## src/rtl/wor_bus_collector_if.sv

```systemverilog
// Signal bundle between the wired-OR agents/consumer and wor_bus_collector.
// The collector uses the slave modport. `WOR_PARITY_EN adds out_par.
interface wor_bus_collector_if #(
   parameter int N = 4,
   parameter int W = 8
);
   localparam int SW = $clog2(N);

   logic [N-1:0]  req;
   logic [W-1:0]  bus;
   logic [N-1:0]  gnt;
   logic [W-1:0]  out_data;
   logic [SW-1:0] out_src;
   logic          out_valid;
   logic          out_ready;
`ifdef WOR_PARITY_EN
   logic          out_par;

   modport master (output req, bus, out_ready,
                   input  gnt, out_data, out_src, out_valid, out_par);
   modport slave  (input  req, bus, out_ready,
                   output gnt, out_data, out_src, out_valid, out_par);
`else
   modport master (output req, bus, out_ready,
                   input  gnt, out_data, out_src, out_valid);
   modport slave  (input  req, bus, out_ready,
                   output gnt, out_data, out_src, out_valid);
`endif
endinterface

```

## src/rtl/wor_bus_collector.sv

```systemverilog
// Round-robin grant of a shared wired-OR bus; captures {source, bus} into a small FIFO
// drained by valid/ready. Optional feature: `WOR_PARITY_EN adds registered out_par.
module wor_bus_collector #(
   parameter int N     = 4,
   parameter int W     = 8,
   parameter int DEPTH = 2
) (
   input  logic                 clk,
   input  logic                 rst,
   wor_bus_collector_if.slave   bif
);
   localparam int SW = $clog2(N);
   localparam int PW = $clog2(DEPTH);
   localparam int CW = $clog2(DEPTH + 1);

   typedef enum logic {IDLE, GRANT} state_t;

   typedef struct packed {
      logic [SW-1:0] src;
      logic [W-1:0]  data;
   } entry_t;

   state_t        state_q, state_d;
   logic [N-1:0]  gnt_q, gnt_d;
   logic [SW-1:0] idx_q, idx_d;
   logic [SW-1:0] rr_q, rr_d;
   logic          push;

   logic [SW-1:0] pick;
   logic          found;

   logic [PW-1:0] wr_q, rd_q, rd_next;
   logic [CW-1:0] count_q, count_next;
   logic          valid_q, pop, full, load_head;
   entry_t        mem [DEPTH];
   entry_t        new_entry, head_q, head_next;

   // First requester at or after the rr pointer, wrapping N-1 -> 0.
   always_comb begin
      int unsigned   k;
      logic [SW-1:0] cand;
      // NOTE: every variable written here gets a default first so no latch is inferred.
      pick  = '0;
      found = 1'b0;
      k     = 0;
      cand  = '0;
      for (int i = 0; i < N; i++) begin
         k    = (int'(rr_q) + i) % N;
         cand = SW'(k);
         if (!found && bif.req[cand]) begin
            found = 1'b1;
            pick  = cand;
         end
      end
   end

   assign full = (count_q == CW'(DEPTH));

   always_comb begin
      state_d = state_q;
      gnt_d   = gnt_q;
      idx_d   = idx_q;
      rr_d    = rr_q;
      push    = 1'b0;
      case (state_q)
         IDLE: begin
            if (found && !full) begin
               state_d = GRANT;
               gnt_d   = {{(N-1){1'b0}}, 1'b1} << pick;
               idx_d   = pick;
            end
         end
         GRANT: begin
            // Capture happens even if req dropped; the granted agent owns this cycle.
            push    = 1'b1;
            gnt_d   = '0;
            rr_d    = (int'(idx_q) == N - 1) ? '0 : idx_q + 1'b1;
            state_d = IDLE;
         end
         default: state_d = IDLE;
      endcase
   end

   // NOTE: sequential state uses non-blocking assignments so every flop sees pre-edge values.
   always_ff @(posedge clk or posedge rst) begin
      if (rst) begin
         state_q <= IDLE;
         gnt_q   <= '0;
         idx_q   <= '0;
         rr_q    <= '0;
      end else begin
         state_q <= state_d;
         gnt_q   <= gnt_d;
         idx_q   <= idx_d;
         rr_q    <= rr_d;
      end
   end

   assign new_entry  = '{src: idx_q, data: bif.bus};
   assign pop        = valid_q && bif.out_ready;
   assign rd_next    = pop ? rd_q + 1'b1 : rd_q;
   assign count_next = count_q + CW'(push) - CW'(pop);
   // Head registers reload only when the head entry changes, so they hold when empty.
   assign load_head  = (count_next != '0) && (pop || count_q == '0);
   assign head_next  = (push && rd_next == wr_q) ? new_entry : mem[rd_next];

   // NOTE: storage array is not reset; validity is tracked by count_q alone.
   always_ff @(posedge clk) begin
      if (push) mem[wr_q] <= new_entry;
   end

   always_ff @(posedge clk or posedge rst) begin
      if (rst) begin
         wr_q    <= '0;
         rd_q    <= '0;
         count_q <= '0;
         valid_q <= 1'b0;
         head_q  <= '0;
      end else begin
         if (push) wr_q <= wr_q + 1'b1;
         rd_q    <= rd_next;
         count_q <= count_next;
         valid_q <= (count_next != '0);
         if (load_head) head_q <= head_next;
      end
   end

`ifdef WOR_PARITY_EN
   logic par_q;

   always_ff @(posedge clk or posedge rst) begin
      if (rst)            par_q <= 1'b0;
      else if (load_head) par_q <= ^head_next.data;
   end

   assign bif.out_par = par_q;
`endif

   assign bif.gnt       = gnt_q;
   assign bif.out_valid = valid_q;
   assign bif.out_data  = head_q.data;
   assign bif.out_src   = head_q.src;

endmodule

```

## src/flat_wrapper.sv

```systemverilog
// flat-port wrapper written by rule: the top's interface ports become plain ports
module wor_bus_collector_flat 
#(
   parameter int N     = 4,
   parameter int W     = 8,
   parameter int DEPTH = 2
)
  (clk, rst, bif_req, bif_bus, bif_out_ready, bif_gnt, bif_out_data, bif_out_src, bif_out_valid);
  wor_bus_collector_if #(.N(N), .W(W)) bif_i ();
  input  logic clk;
  input  logic rst;
  input wire logic [$bits(bif_i.req)-1:0] bif_req;
  input wire logic [$bits(bif_i.bus)-1:0] bif_bus;
  input wire logic [$bits(bif_i.out_ready)-1:0] bif_out_ready;
  output wire logic [$bits(bif_i.gnt)-1:0] bif_gnt;
  output wire logic [$bits(bif_i.out_data)-1:0] bif_out_data;
  output wire logic [$bits(bif_i.out_src)-1:0] bif_out_src;
  output wire logic [$bits(bif_i.out_valid)-1:0] bif_out_valid;
  assign bif_i.req = bif_req;
  assign bif_i.bus = bif_bus;
  assign bif_i.out_ready = bif_out_ready;
  assign bif_gnt = bif_i.gnt;
  assign bif_out_data = bif_i.out_data;
  assign bif_out_src = bif_i.out_src;
  assign bif_out_valid = bif_i.out_valid;
  wor_bus_collector #(.N(N), .W(W), .DEPTH(DEPTH)) u_core (.clk(clk), .rst(rst), .bif(bif_i));
endmodule
```

## config.mk

```make
export PLATFORM = sky130hd
export DESIGN_NAME = wor_bus_collector_flat
export DESIGN_NICKNAME = d
export VERILOG_FILES = /design/src/rtl/wor_bus_collector_if.sv /design/src/rtl/wor_bus_collector.sv /design/src/flat_wrapper.sv
export SDC_FILE = /design/constraint.sdc
export NUM_CORES = 1
export LEC_CHECK = 0
export CAP_MARGIN = 10
export CORE_ASPECT_RATIO = 1.5
export CORE_UTILIZATION = 45
export DETAILED_ROUTE_END_ITERATION = 8
export PLACE_DENSITY_LB_ADDON = 0.25
export SLEW_MARGIN = 20
export SYNTH_ARGS = -nofsm -noshare
export SYNTH_HDL_FRONTEND = slang
export SYNTH_SLANG_ARGS = --single-unit
```

## constraint.sdc

```tcl
create_clock -name clk -period 2.8 [get_ports clk]
set_input_delay 0.56 -clock clk [delete_from_list [all_inputs] [get_ports clk]]
set_output_delay 0.56 -clock clk [all_outputs]
set_load 0.01 [all_outputs]
```

# Yosys cells after proc, flatten, opt, wreduce, memory -nomap -nowiden
# Memories as Yosys holds them, arrays and structs flattened. A register that Yosys moved wholly into a read port is not among the register bits.
# Cells that the tools add are included.
# Widths: inputs -> output; s select.
[classes]
add_sub_neg = 8
order_cmp = 4
n_eq_ne = 3
shifts = 1
n_mux = 25
n_bitwise = 1
reduce_logical = 14
[op_table]
columns = ["operator", "count"]
rows = [
  ["$mux 1", 13],
  ["$lt 2x3->1 const B", 4],
  ["$mux 2", 5],
  ["$bmux 1 s2", 4],
  ["$pmux 4 s2", 1],
  ["$logic_and 1x1->1", 6],
  ["$add 2x1->2 const B", 2],
  ["$add 2x2->2 const B", 2],
  ["$logic_not 1->1", 4],
  ["$mux 4", 1],
  ["$shl 1x2->4 const A", 1],
  ["$add 1x1->1 const B", 2],
  ["$add 2x1->2", 1],
  ["$eq 2x1->1 const B", 1],
  ["$eq 2x2->1 const B", 1],
  ["$logic_not 2->1", 1],
  ["$ne 2x1->1 const B", 1],
  ["$pmux 1 s2", 1],
  ["$reduce_and 2->1", 1],
  ["$reduce_bool 2->1", 1],
  ["$sub 2x1->2", 1],
  ["$logic_or 1x1->1", 1],
  ["$not 1->1", 1],
]
[totals]
ff_bits = 14
ramBits = 20
input_bits = 15
out_inout_bits = 15
word_cells = 65
n_memories = 1
[mem_list]
columns = ["name", "depth", "word_bits", "rd", "rd_clocked_by_memory_dff", "write_ports", "line_no", "source"]
rows = [
  ["u_core.mem", 2, 10, 1, 1, 1, "wor_bus_collector.sv:35", "entry_t mem [DEPTH];"],
]

# Depth between registers and ports, before layout
[depth]
ltp_word = 15
depth_mapped = 11
mapped_depth_nobuf = 9

# Least setup slack after synthesis
# No wires, ideal clock.
[synth_timing]
path_type = "input to register"
from = "input port bif_out_ready"
to = "register, netlist name u_core.bif.out_data[0]"
setup_time_ns = 0.083
arrival_time_ns = 2.136
required_time_ns = 2.717
slack_ns = 0.582
cell_stages = 11
path_buffers = 2
cell_sequence = "and2_1 -> buf_2 -> ha_1 -> inv_1 -> ha_1 -> xnor2_1 -> xnor2_1 -> o22ai_1 -> clkbuf_1 -> nand2_1 -> o21ai_0"
[synth_between]
elab_chain_len = 4
elab_cells_between_ends = 6
cone_classes = "add/sub: 1; mux: 1; reduce/logical: 4"
[synth_rtl]
columns = ["element", "line_no", "source"]
rows = [
  ["start, declared", "flat_wrapper.sv:14", "input wire logic [$bits(bif_i.out_ready)-1:0] bif_out_ready;"],
  ["$logic_and 1x1->1", "wor_bus_collector.sv:100", "assign pop = valid_q && bif.out_ready;"],
  ["$sub 2x1->2", "wor_bus_collector.sv:102", "assign count_next = count_q + CW'(push) - CW'(pop);"],
  ["net u_core.count_next[1]", "wor_bus_collector.sv:33", "logic [CW-1:0] count_q, count_next;"],
  ["$reduce_bool 2->1", "wor_bus_collector.sv:104", "assign load_head = (count_next != '0) && (pop || count_q == '0);"],
  ["$logic_and 1x1->1", "wor_bus_collector.sv:104", ""],
]
# The timed path passes the listed nets, and every way through them passes these cells.
# A chain may end at the register's enable or synchronous reset.

# Final worst setup path
[layout_timing]
from = "input port bif_out_ready"
to = "register, netlist name u_core.bif.out_data[0]"
[layout_between]
elab_chain_len = 4
elab_cells_between_ends = 6
cone_classes = "add/sub: 1; mux: 1; reduce/logical: 4"
[layout_rtl]
columns = ["element", "line_no"]
rows = [
  ["$logic_and 1x1->1", "wor_bus_collector.sv:100"],
  ["$sub 2x1->2", "wor_bus_collector.sv:102"],
  ["net u_core.count_next[1]", "wor_bus_collector.sv:33"],
  ["$reduce_bool 2->1", "wor_bus_collector.sv:104"],
  ["$logic_and 1x1->1", "wor_bus_collector.sv:104"],
]
# The timed path passes the listed nets, and every way through them passes these cells.

==> impl_metrics.ini <==
[cells_and_area]
n_antenna_cell = 0
syn_to_final_growth_pct = 21.6
layout.nets = 192
drive_above_1_share_pct = 17.7

[worst_setup_path]
cp_cell_sequence = clkdlybuf4s50_1 > and2_1 > ha_1 > inv_1 > ha_1 > xnor2_1 > xnor2_1 > o22ai_1 > buf_4 > nand2_1 > o21ai_0
path_buf_inv = 3
cp.required_ps = 2960
worst_setup_path_start_kind = primary input
worstSetupPathType = primary input to flip-flop
critPathTopFamily = buffers and inverters
cp-end-kind = flip-flop
critPathMaxStageDelay_ps = 440
crit_path_top_delay_cell = clkdlybuf4s50_1
worstPathArrival_ps = 2560
worstPathMaxFanout = 20

[sta]
skew_ps = 7.21
rsz0062_at_grt = no
timing.final.crit_share_pct = 85.7
worst_pin_slew_ps = 698
slew_violations = 0
setup_viol = 0
setup_ws_ps = 401
maxSlewHeadroom_pct = 53.2
fmax_ghz = 0.417
period_minus_slack_ps = 2400
fin_setup_tns_ps = 0
final-hold-violation-count = 0

[clock_network]
clk_pin_slew_ps = 80
holdBufCountCts = 0
cts_made_buffers = 5
clock_path_buffers = 2
post_cts_buffers = 0
cts.sinks = 44
cts_root_buffer = clkbuf_8
ctsResizeCount = 0
htree_levels = 2
cts_tree = built
worstSkewPairLatency_ps = 290

[logic_synthesis]
yosys.area.top_type = dfrtp_1
syn_avg_cell_area_um2 = 13.9
synthTopCellsByArea = dfrtp_1 (31%), edfxtp_1 (31%), mux2_2 (7.0%)
async_flop_share_pct = 54.5
yosysMostFrequentCell = dfrtp_1
synth_common_cells = dfrtp_1 (24), edfxtp_1 (20), nand2_1 (15)
synth_flop_cell = dfrtp_1
yosys_warnings = 0
yosysSeqAreaShare_pct = 61.9
syn_area_um2 = 1940
syn-num-nets = 158
synth_top_area_share_pct = 31.0
ys_ff_latch = 44
synthCells = 140
synth_edf_count = 20
synth_cell_types = 38

[power]
pwr-share-clk_pct = 13.3
leakage_nw = 0.979
p_comb_share_pct = 46.6
switching_share_pct = 35.8
power.internal_w = 0.00184
ir_drop_mv = 0.651
p_switching_w = 0.00103
seq_power_share_pct = 40.2
p_per_area_nw_per_um2 = 1220

[route]
drt_wl_total_um = 3580
dr.pass1.iters = 5
num_vias = 1179
drc_errors = 0
postRouteAntennaNets = 0
viasPerCell = 5.36
wl_per_cell_um = 16.3
drtIter0Drc = 23

[placed_design]
dp_slack_ps = 74.4
port-buffer-count = 29
dp_hpwl_um = 2540
gp_congestion = 0.729

[floorplan]
ioPinCount = 30
die_h_um = 82.4
dieWidth_um = 55.6
initial_core_util_pct = 48.1
rows = 28
core_area_um2 = 4030
design.die.area_um2 = 4580

[global_routing]
antenna_found_initial = 0
grt_pass1_vias = 1223
grtUsageTotal_pct = 17.7
grt_pass1_wl_um = 6000
grt_overflow = 0
grt_max_degree = 25

[hold_path]
worstHoldPathType = flip-flop to flip-flop

[run]
max_cap_violations = 0

[outcome]
status = complete, no violations
[power groups by stage]
stage                     Sequential (W)  Clock, W  Combinational, W
after global routing             0.00119  0.000419           0.00148
after global placement           0.00115         0           0.00131
final                            0.00115  0.000381           0.00133
after detailed placement         0.00117         0           0.00136
after CTS                        0.00116  0.000392           0.00136
after floorplan                  0.00115         0          0.000919
[worst reg2reg max path, stage by stage, from the launching register on]
cell	delay (ps)
dfrtp_1	560
inv_1	190
ha_1	320
inv_1	40
ha_1	190
xnor2_1	190
xnor2_1	190
o22ai_1	120
buf_4	210
nand2_1	70
o21ai_0	80
[cell families (layout without fill, tap and decap cells)]
logic type / count (synthesis) / after routing / share of synthesized area [%]
xor gates and xnor gates: 5 / 5 / 3.36
AOI/OAI and AO/OA: 20 / 20 / 7.61
and+or+nand+nor: 36 / 36 / 9.94
buffers and inverters: 9 / 44 / 2.52
adders and majority gates: 3 / 3 / 1.94
muxes: 23 / 23 / 12.7
DFF: 44 / 44 / 61.9
[sequential cells by signal, indices dropped and copies added (netlist names)]
signal                count
u_core.wr_q               1
u_core.bif.out_src        2
u_core.bif.gnt            4
u_core.state_q            1
u_core.mem               20
u_core.idx_q              2
u_core.count_q            2
u_core.rr_q               2
u_core.bif.out_valid      1
u_core.rd_q               1
u_core.bif.out_data       8
[path summary, 6_finish.rpt]
| path | end | cells after the start | startpoint | slack (ps) |
|---|---|---|---|---|
| worst max-delay path | u_core.bif.out_data[0] | 11 | bif_out_ready | 400 |
| min in group asynchronous | u_core.bif.out_valid | 3 | rst | 610 |
| max in group asynchronous | u_core.bif.out_data[0] | 3 | rst | 1940 |
| worst max register to register | u_core.bif.out_data[0] | 10 | u_core.state_q | 520 |
| worst min-delay path | u_core.bif.out_data[2] | 2 | u_core.bif.out_data[2] | 490 |
| worst min register to register | u_core.bif.out_data[2] | 2 | u_core.bif.out_data[2] | 490 |
[cell type report]
type	count	area (um^2)
inverters	4	15.0
repair buffers	32	313
multi-input cells	87	689
flip-flops and latches	44	1200
clock buffers	6	72.6
clock inverters	2	11.3
fillers	345	1670
well taps	45	56.3
[per-stage QoR]
stage          area, um^2  utilization (%)  std cells  hold WS (ps)  total power [W]
2_1_floorplan        1940                -        140           477          0.00207
3_3_place_gp         2270             56.5        212           465          0.00246
3_5_place_dp         2270             56.5        212           474          0.00253
4_1_cts              2360             58.5        220           493          0.00291
5_1_grt              2360             58.5        220           536          0.00309
6_report             2360             58.5        220           492          0.00287
[per-layer routing]
metal | global-route usage (%) | share of wire (%) | routed length [um] | vias to the layer above
li1 | - | - | - | 570
met1 | 19.3 | 39 | 1410 | 576
met2 | 32.9 | 55 | 1970 | 26
met3 | 4.52 | 4.1 | 146 | 7
met4 | 7.50 | 1.5 | 55 | 0
met5 | 0 | 0 | 0 | -
[layout by cell type, fill, tap and decap left out, types with 2 or more instances in the layout]
master           instances
clkdlybuf4s50_1         29
o21ai_0                  9
dfrtp_1                 24
and2_1                   2
nor2b_2                  2
mux2i_1                 10
nor3b_2                  2
edfxtp_1                20
ha_1                     3
inv_1                    4
xnor2_1                  2
nand2b_1                 2
a21oi_1                  3
mux2_2                  12
clkbuf_8                 5
nor2_1                   6
buf_4                    3
nand2_1                 15
Note: power is estimated with default switching activity, not from simulation.
